$ cat src/rtl/calc_pkg.sv
`default_nettype none
// +--------------------------------------------------------------------------+
// | Package     : calc_pkg                                                   |
// | Description : Shared definitions for the calculator datapath: operand    |
// |               width, the serial-unit FSM state type and the fixed        |
// |               result constants used on signed overflow.                  |
// | Contents    : CALC_WIDTH, state_t (IDLE/RUN/FIN), SAT_POS, SAT_NEG,      |
// |               ZERO, sat_value()                                          |
// | Revision    : 1.0 - initial release                                      |
// +--------------------------------------------------------------------------+
package calc_pkg;

  localparam int CALC_WIDTH = 8;

  typedef enum logic [1:0] {
    IDLE = 2'd0,
    RUN  = 2'd1,
    FIN  = 2'd2
  } state_t;

  localparam logic [CALC_WIDTH-1:0] SAT_POS = 8'h7F;
  localparam logic [CALC_WIDTH-1:0] SAT_NEG = 8'h80;
  localparam logic [CALC_WIDTH-1:0] ZERO    = 8'h00;

  // Clamp value for a signed overflow. Subtraction can only overflow when the
  // operand signs differ, so the minuend sign alone tells the direction:
  // a non-negative minuend overflowed upwards, a negative one downwards.
  function automatic logic [CALC_WIDTH-1:0] sat_value(input logic minuend_msb);
    return minuend_msb ? SAT_NEG : SAT_POS;
  endfunction

endpackage
`default_nettype wire

$ cat src/rtl/full_subtractor.sv
`default_nettype none
// +--------------------------------------------------------------------------+
// | Module      : full_subtractor                                            |
// | Description : Combinational 1-bit full subtractor, d = a - b - bin.      |
// | Ports       : a    in  1  minuend bit                                    |
// |               b    in  1  subtrahend bit                                 |
// |               bin  in  1  borrow in                                      |
// |               d    out 1  difference bit                                 |
// |               bout out 1  borrow out                                     |
// | Revision    : 1.0 - initial release                                      |
// +--------------------------------------------------------------------------+
module full_subtractor (
  input  logic a,
  input  logic b,
  input  logic bin,
  output logic d,
  output logic bout
);

  always_comb begin
    d    = a ^ b ^ bin;
    // Borrow when b exceeds a outright, or when the bits are equal and a
    // borrow is already pending.
    bout = (~a & b) | (~(a ^ b) & bin);
  end

endmodule
`default_nettype wire

$ cat src/rtl/serial_subtractor_8bits.sv
`default_nettype none
// +--------------------------------------------------------------------------+
// | Module      : serial_subtractor_8bits                                    |
// | Description : Multi-cycle 8-bit two's-complement subtractor, diff = a-b, |
// |               one bit per cycle (LSB first) through a single             |
// |               full_subtractor cell. Same start/done handshake as the     |
// |               serial adder. On signed overflow ovf=1 and diff=0x00, or   |
// |               diff is clamped to 0x7F/0x80 when SUB_SATURATE_EN is       |
// |               defined.                                                   |
// | Ports       : clk   in  1  clock, rising edge                            |
// |               rst   in  1  synchronous active-high reset                 |
// |               start in  1  one-cycle request, samples a and b            |
// |               a     in  8  minuend                                       |
// |               b     in  8  subtrahend                                    |
// |               busy  out 1  operation in progress                         |
// |               done  out 1  one-cycle completion pulse                    |
// |               diff  out 8  result, held until next completion            |
// |               ovf   out 1  signed overflow of last completed operation   |
// | Macros      : SUB_SATURATE_EN - saturate diff on overflow                |
// | Revision    : 1.0 - initial release                                      |
// +--------------------------------------------------------------------------+
module serial_subtractor_8bits
  import calc_pkg::*;
(
  input  logic                  clk,
  input  logic                  rst,
  input  logic                  start,
  input  logic [CALC_WIDTH-1:0] a,
  input  logic [CALC_WIDTH-1:0] b,
  output logic                  busy,
  output logic                  done,
  output logic [CALC_WIDTH-1:0] diff,
  output logic                  ovf
);

  localparam int WIDTH = CALC_WIDTH;
  localparam int IDX_W = $clog2(WIDTH);
  localparam logic [IDX_W-1:0] LAST_IDX = IDX_W'(WIDTH - 1);

  state_t             r_state;
  logic [WIDTH-1:0]   r_a;
  logic [WIDTH-1:0]   r_b;
  logic [WIDTH-1:0]   r_part;
  logic [IDX_W-1:0]   r_idx;
  logic               r_borrow;

  logic               w_d;
  logic               w_bout;
  logic               w_ovf_calc;
  logic [WIDTH-1:0]   w_ovf_result;

  // The single cell is steered by the bit index.
  full_subtractor u_cell (
    .a    (r_a[r_idx]),
    .b    (r_b[r_idx]),
    .bin  (r_borrow),
    .d    (w_d),
    .bout (w_bout)
  );

  always_comb begin
    // Overflow only when signs differ and the result sign departs from a.
    w_ovf_calc = (r_a[WIDTH-1] ^ r_b[WIDTH-1]) & (r_part[WIDTH-1] ^ r_a[WIDTH-1]);
`ifdef SUB_SATURATE_EN
    w_ovf_result = sat_value(r_a[WIDTH-1]);
`else
    w_ovf_result = ZERO;
`endif
  end

  always_ff @(posedge clk) begin
    if (rst) begin
      r_state  <= IDLE;
      r_a      <= '0;
      r_b      <= '0;
      r_part   <= '0;
      r_idx    <= '0;
      r_borrow <= 1'b0;
      busy     <= 1'b0;
      done     <= 1'b0;
      diff     <= ZERO;
      ovf      <= 1'b0;
    end else begin
      done <= 1'b0;
      if (start) begin
        // Restart from any state; an aborted run leaves diff/ovf untouched.
        r_state  <= RUN;
        r_a      <= a;
        r_b      <= b;
        r_part   <= '0;
        r_idx    <= '0;
        r_borrow <= 1'b0;
        busy     <= 1'b1;
      end else begin
        case (r_state)
          IDLE: begin
            busy <= 1'b0;
          end
          RUN: begin
            r_part[r_idx] <= w_d;
            r_borrow      <= w_bout;
            r_idx         <= r_idx + IDX_W'(1);
            if (r_idx == LAST_IDX) begin
              r_state <= FIN;
            end
          end
          FIN: begin
            diff    <= w_ovf_calc ? w_ovf_result : r_part;
            ovf     <= w_ovf_calc;
            done    <= 1'b1;
            busy    <= 1'b0;
            r_state <= IDLE;
          end
          default: begin
            r_state <= IDLE;
            busy    <= 1'b0;
          end
        endcase
      end
    end
  end

endmodule
`default_nettype wire

$ cat config.mk
export PLATFORM = sky130hd
export DESIGN_NAME = serial_subtractor_8bits
export DESIGN_NICKNAME = d
export VERILOG_FILES = /design/src/rtl/calc_pkg.sv /design/src/rtl/full_subtractor.sv /design/src/rtl/serial_subtractor_8bits.sv
export SDC_FILE = /design/constraint.sdc
export NUM_CORES = 1
export LEC_CHECK = 0
export BUFFER_PORTS_ARGS = -buffer_cell sky130_fd_sc_hd__buf_2
export CAP_MARGIN = 10
export CELL_PAD_IN_SITES_DETAIL_PLACEMENT = 1
export CELL_PAD_IN_SITES_GLOBAL_PLACEMENT = 2
export CORE_ASPECT_RATIO = 1.75
export CORE_MARGIN = 10
export CORE_UTILIZATION = 37
export CTS_CLUSTER_SIZE = 8
export DETAILED_ROUTE_END_ITERATION = 7
export GPL_TIMING_DRIVEN = 0
export PLACE_DENSITY = 0.86
export SYNTH_ARGS = -nofsm -noshare
export SYNTH_HDL_FRONTEND = slang
export SYNTH_HIERARCHICAL = 1
export SYNTH_SLANG_ARGS = --single-unit
$ cat constraint.sdc
create_clock -name clk -period 3.7 [get_ports clk]
set_clock_uncertainty 0.2 [all_clocks]
set_input_delay 0.555 -clock clk [delete_from_list [all_inputs] [get_ports clk]]
set_output_delay 0.555 -clock clk [all_outputs]
set_load 0.005 [all_outputs]
==> flow_summary.ini <==
[status]
status = complete, no violations

[flow_run]
drv_cap = 0

[global_route]
antenna_found_initial = 0
grtUsageMet1_pct = 10.33
grt_pass1_vias = 1470
met2_usage_pct = 18.41
overflow = 0
grt-busiest-layer = met2
grt_max_degree = 12
grt_use_met3_pct = 3.439
grt_use_total_pct = 10.33
grt_first_pass_wirelength_um = 6886

[floorplanning]
row_count = 33
dieWidth_um = 72.64
ioPinCount = 30
die_h_um = 112.1
core-area_um2 = 4707
start_util_pct = 38.12
dieArea_um2 = 8144

[logic_synthesis]
ys_types = 32
avgSynthCellArea_um2 = 9.858
syn_nets = 204
ys_seq_elements = 41
synth.area.top_cells = dfxtp_1, mux2i_1, nor2_1
syn_inst = 182
synth_area_um2 = 1794
netlist.top_cell.by_area = dfxtp_1
yosysTopAreaCellShare_pct = 45.75
synth-warning-count = 6
ys_seq_area_share_pct = 45.75

[sta]
hold_viol = 0
tightest_slew_ns = 0.5199
max_freq_mhz = 404.9
rsz0062_at_grt = false
finalSetupViolations = 0
slew_headroom_pct = 65.34
fin_crit_sh_pct = 66.75
period_minus_slack_ns = 2.470
drv_slew = 0
tns_ns = 0

[setup_path]
path_cells = buf_2 > nor2b_1 > a221oi_1 > o221ai_1 > fa_1 > nand2_1 > mux2i_1
cp_slowest_cell = fa_1
rr_worst_depth = 7
worstSetupPathType = reg2reg
path_max_fanout = 9
crit_path_end_kind = flip-flop
max_stage_delay_ns = 0.57
r2r_slack_ns = 1.23
regToRegStartpoint = r_idx[2]
arrival_ns = 2.48
critPathTopFamily = adder cells
path_buf_inv = 1
r2r-end = r_part[3]
required_ns = 3.71
cp-start-kind = flip-flop

[min_path]
whs_path_depth = 2
min-delay-start = r_part[0]
hold_end = r_part[0]
hp-class = reg2reg

[place]
dpl_cell_area_um2 = 1999
io_buffers = 28
globalplace.congestion = 0.7515
place_hpwl_um = 3148

[clock_network]
htreeDepth = 2
cts_resized = 0
cts_buffers = 5
cts_tree = yes
clkSinkCount = 41
path_clk_slew_ns = 0.07
clockBufferDepth = 2
cts_hold_buf = 0
insertion_delay_ns = 0.29
cts_setup_buffers = 0
cts.root.buffer_cell = clkbuf_8

[finish]
multi_input_area_um2 = 853.3
num-fill-cells = 586
antennaDiodeCount = 0
synthToLayoutAreaGrowth_pct = 16.25
layout-drive-gt1-share_pct = 23.04
seqCellArea_um2 = 820.8
fin_nets = 239
fin_area_um2 = 2086

[routing]
vias_per_cell = 5.115
vias = 1376
drc_errors = 0
wl_per_cell_um = 14.82
drt-initial-drc-count = 33
first_pass_iters = 4
wl_um = 3987
ant_nets = 0

[power_and_ir_drop]
ir_worst_vdd_uv = 272.6
power_density_nw_per_um2 = 396.5
leakagePower_nw = 0.9379
## registers in the layout, summed over array words and instances (netlist names)
| signal | count |
|---|---|
| busy | 1 |
| diff | 8 |
| done | 1 |
| ovf | 1 |
| r_a | 8 |
| r_b | 8 |
| r_borrow | 1 |
| r_idx | 3 |
| r_part | 8 |
| r_state | 2 |
## through the flow
stage | total power (W) | worst slack (ns) | std cells | utilization [%] | hold slack, ns
after CTS | 0.0008398 | 1.224 | 269 | 44.31 | 0.2652
final | 0.0008271 | 1.230 | 269 | 44.31 | 0.2644
after global placement | 0.0005463 | 1.294 | 262 | 42.48 | 0.2467
after global routing | 0.0008705 | 0.9948 | 269 | 44.31 | 0.2828
after floorplan | 0.0005226 | 1.567 | 182 | - | 0.2385
after detailed placement | 0.0005487 | 1.242 | 262 | 42.48 | 0.2527
## cells by family (layout without fill, tap and decap cells)
logic type,count (synthesis),in the layout,synth area share [%]
AND/OR/NAND/NOR,65,65,18.41
flip-flops,41,41,45.75
multiplexers,31,31,18.76
buffers and inverters,25,60,6.694
AO/OA/AOI/OAI,17,17,7.881
adder cells (fa/ha/maj),3,3,2.510
## area by class of cell
cell class / instances / area share [%]
Buffer: 13 / 3.599
Clock buffer: 7 / 4.139
Inverter: 12 / 2.160
Multi-Input combinational cell: 116 / 40.91
Sequential cell: 41 / 39.35
Tap cell: 52 / 3.119
Timing Repair Buffer: 28 / 6.719
## layout by cell type, fill, tap and decap left out, drive strengths merged, types with 5 or more instances in the layout
cell    count
nor2       23
nor2b       5
buf        37
nand3b      8
clkbuf     11
o32ai       7
mux2i      28
nand2      17
dfxtp      41
inv        12
## metal layers
metal	share of wire [%]	routed length (um)
met1	39	1564
met2	55	2186
met3	4.2	169
met4	1.7	66
met5	0	0
## how the worst max path moves through the flow
stage | from | end | slack, ns | cells after the start
after floorplan | r_idx[1] | r_part[0] | 1.57 | 8
after global placement | r_idx[1] | r_part[7] | 1.29 | 7
after detailed placement | r_idx[1] | r_part[3] | 1.24 | 7
after CTS | r_idx[1] | r_part[3] | 1.22 | 7
after global routing | r_idx[1] | r_part[3] | 0.99 | 7
final | r_idx[2] | r_part[3] | 1.23 | 7
## report_power, final
part	total, W	switching, W	internal [W]
clock	0.000290	0.000142	0.000148
sequential	0.000462	0.00000817	0.000454
combinational	0.0000746	0.0000400	0.0000346
## worst reg2reg max path, delay by kind of cell, from the launching register on
| family | cells | cell delay, ns |
|---|---|---|
| multiplexers | 1 | 0.19 |
| AO/OA/AOI/OAI | 2 | 0.56 |
| adder cells (fa/ha/maj) | 1 | 0.57 |
| AND/OR/NAND/NOR | 2 | 0.38 |
| buffers and inverters | 1 | 0.18 |
| flip-flops | 1 | 0.31 |
## Yosys cell counts
cell and instances:
ha_1 2, fa_1 1, inv_1 12, and3_1 1, mux4_2 2, nor3b_2 1
nor2_1 23, a21oi_1 3, o221ai_1 1, nor3b_4 1, nand3b_2 1, dfxtp_1 41
mux2_2 1, o32ai_2 1, a22o_1 1, nand4_1 1, a22oi_1 1, a221oi_1 2
buf_2 6, nor3_1 3, nor2b_1 5, o32ai_1 6, o21a_1 1, mux2i_1 28
nand3_1 4, clkbuf_1 4, buf_4 1, buf_6 2, nand3b_1 7, nand2b_1 1
nand2_1 17, a211oi_1 1
Power figures use the tool's default switching activity.
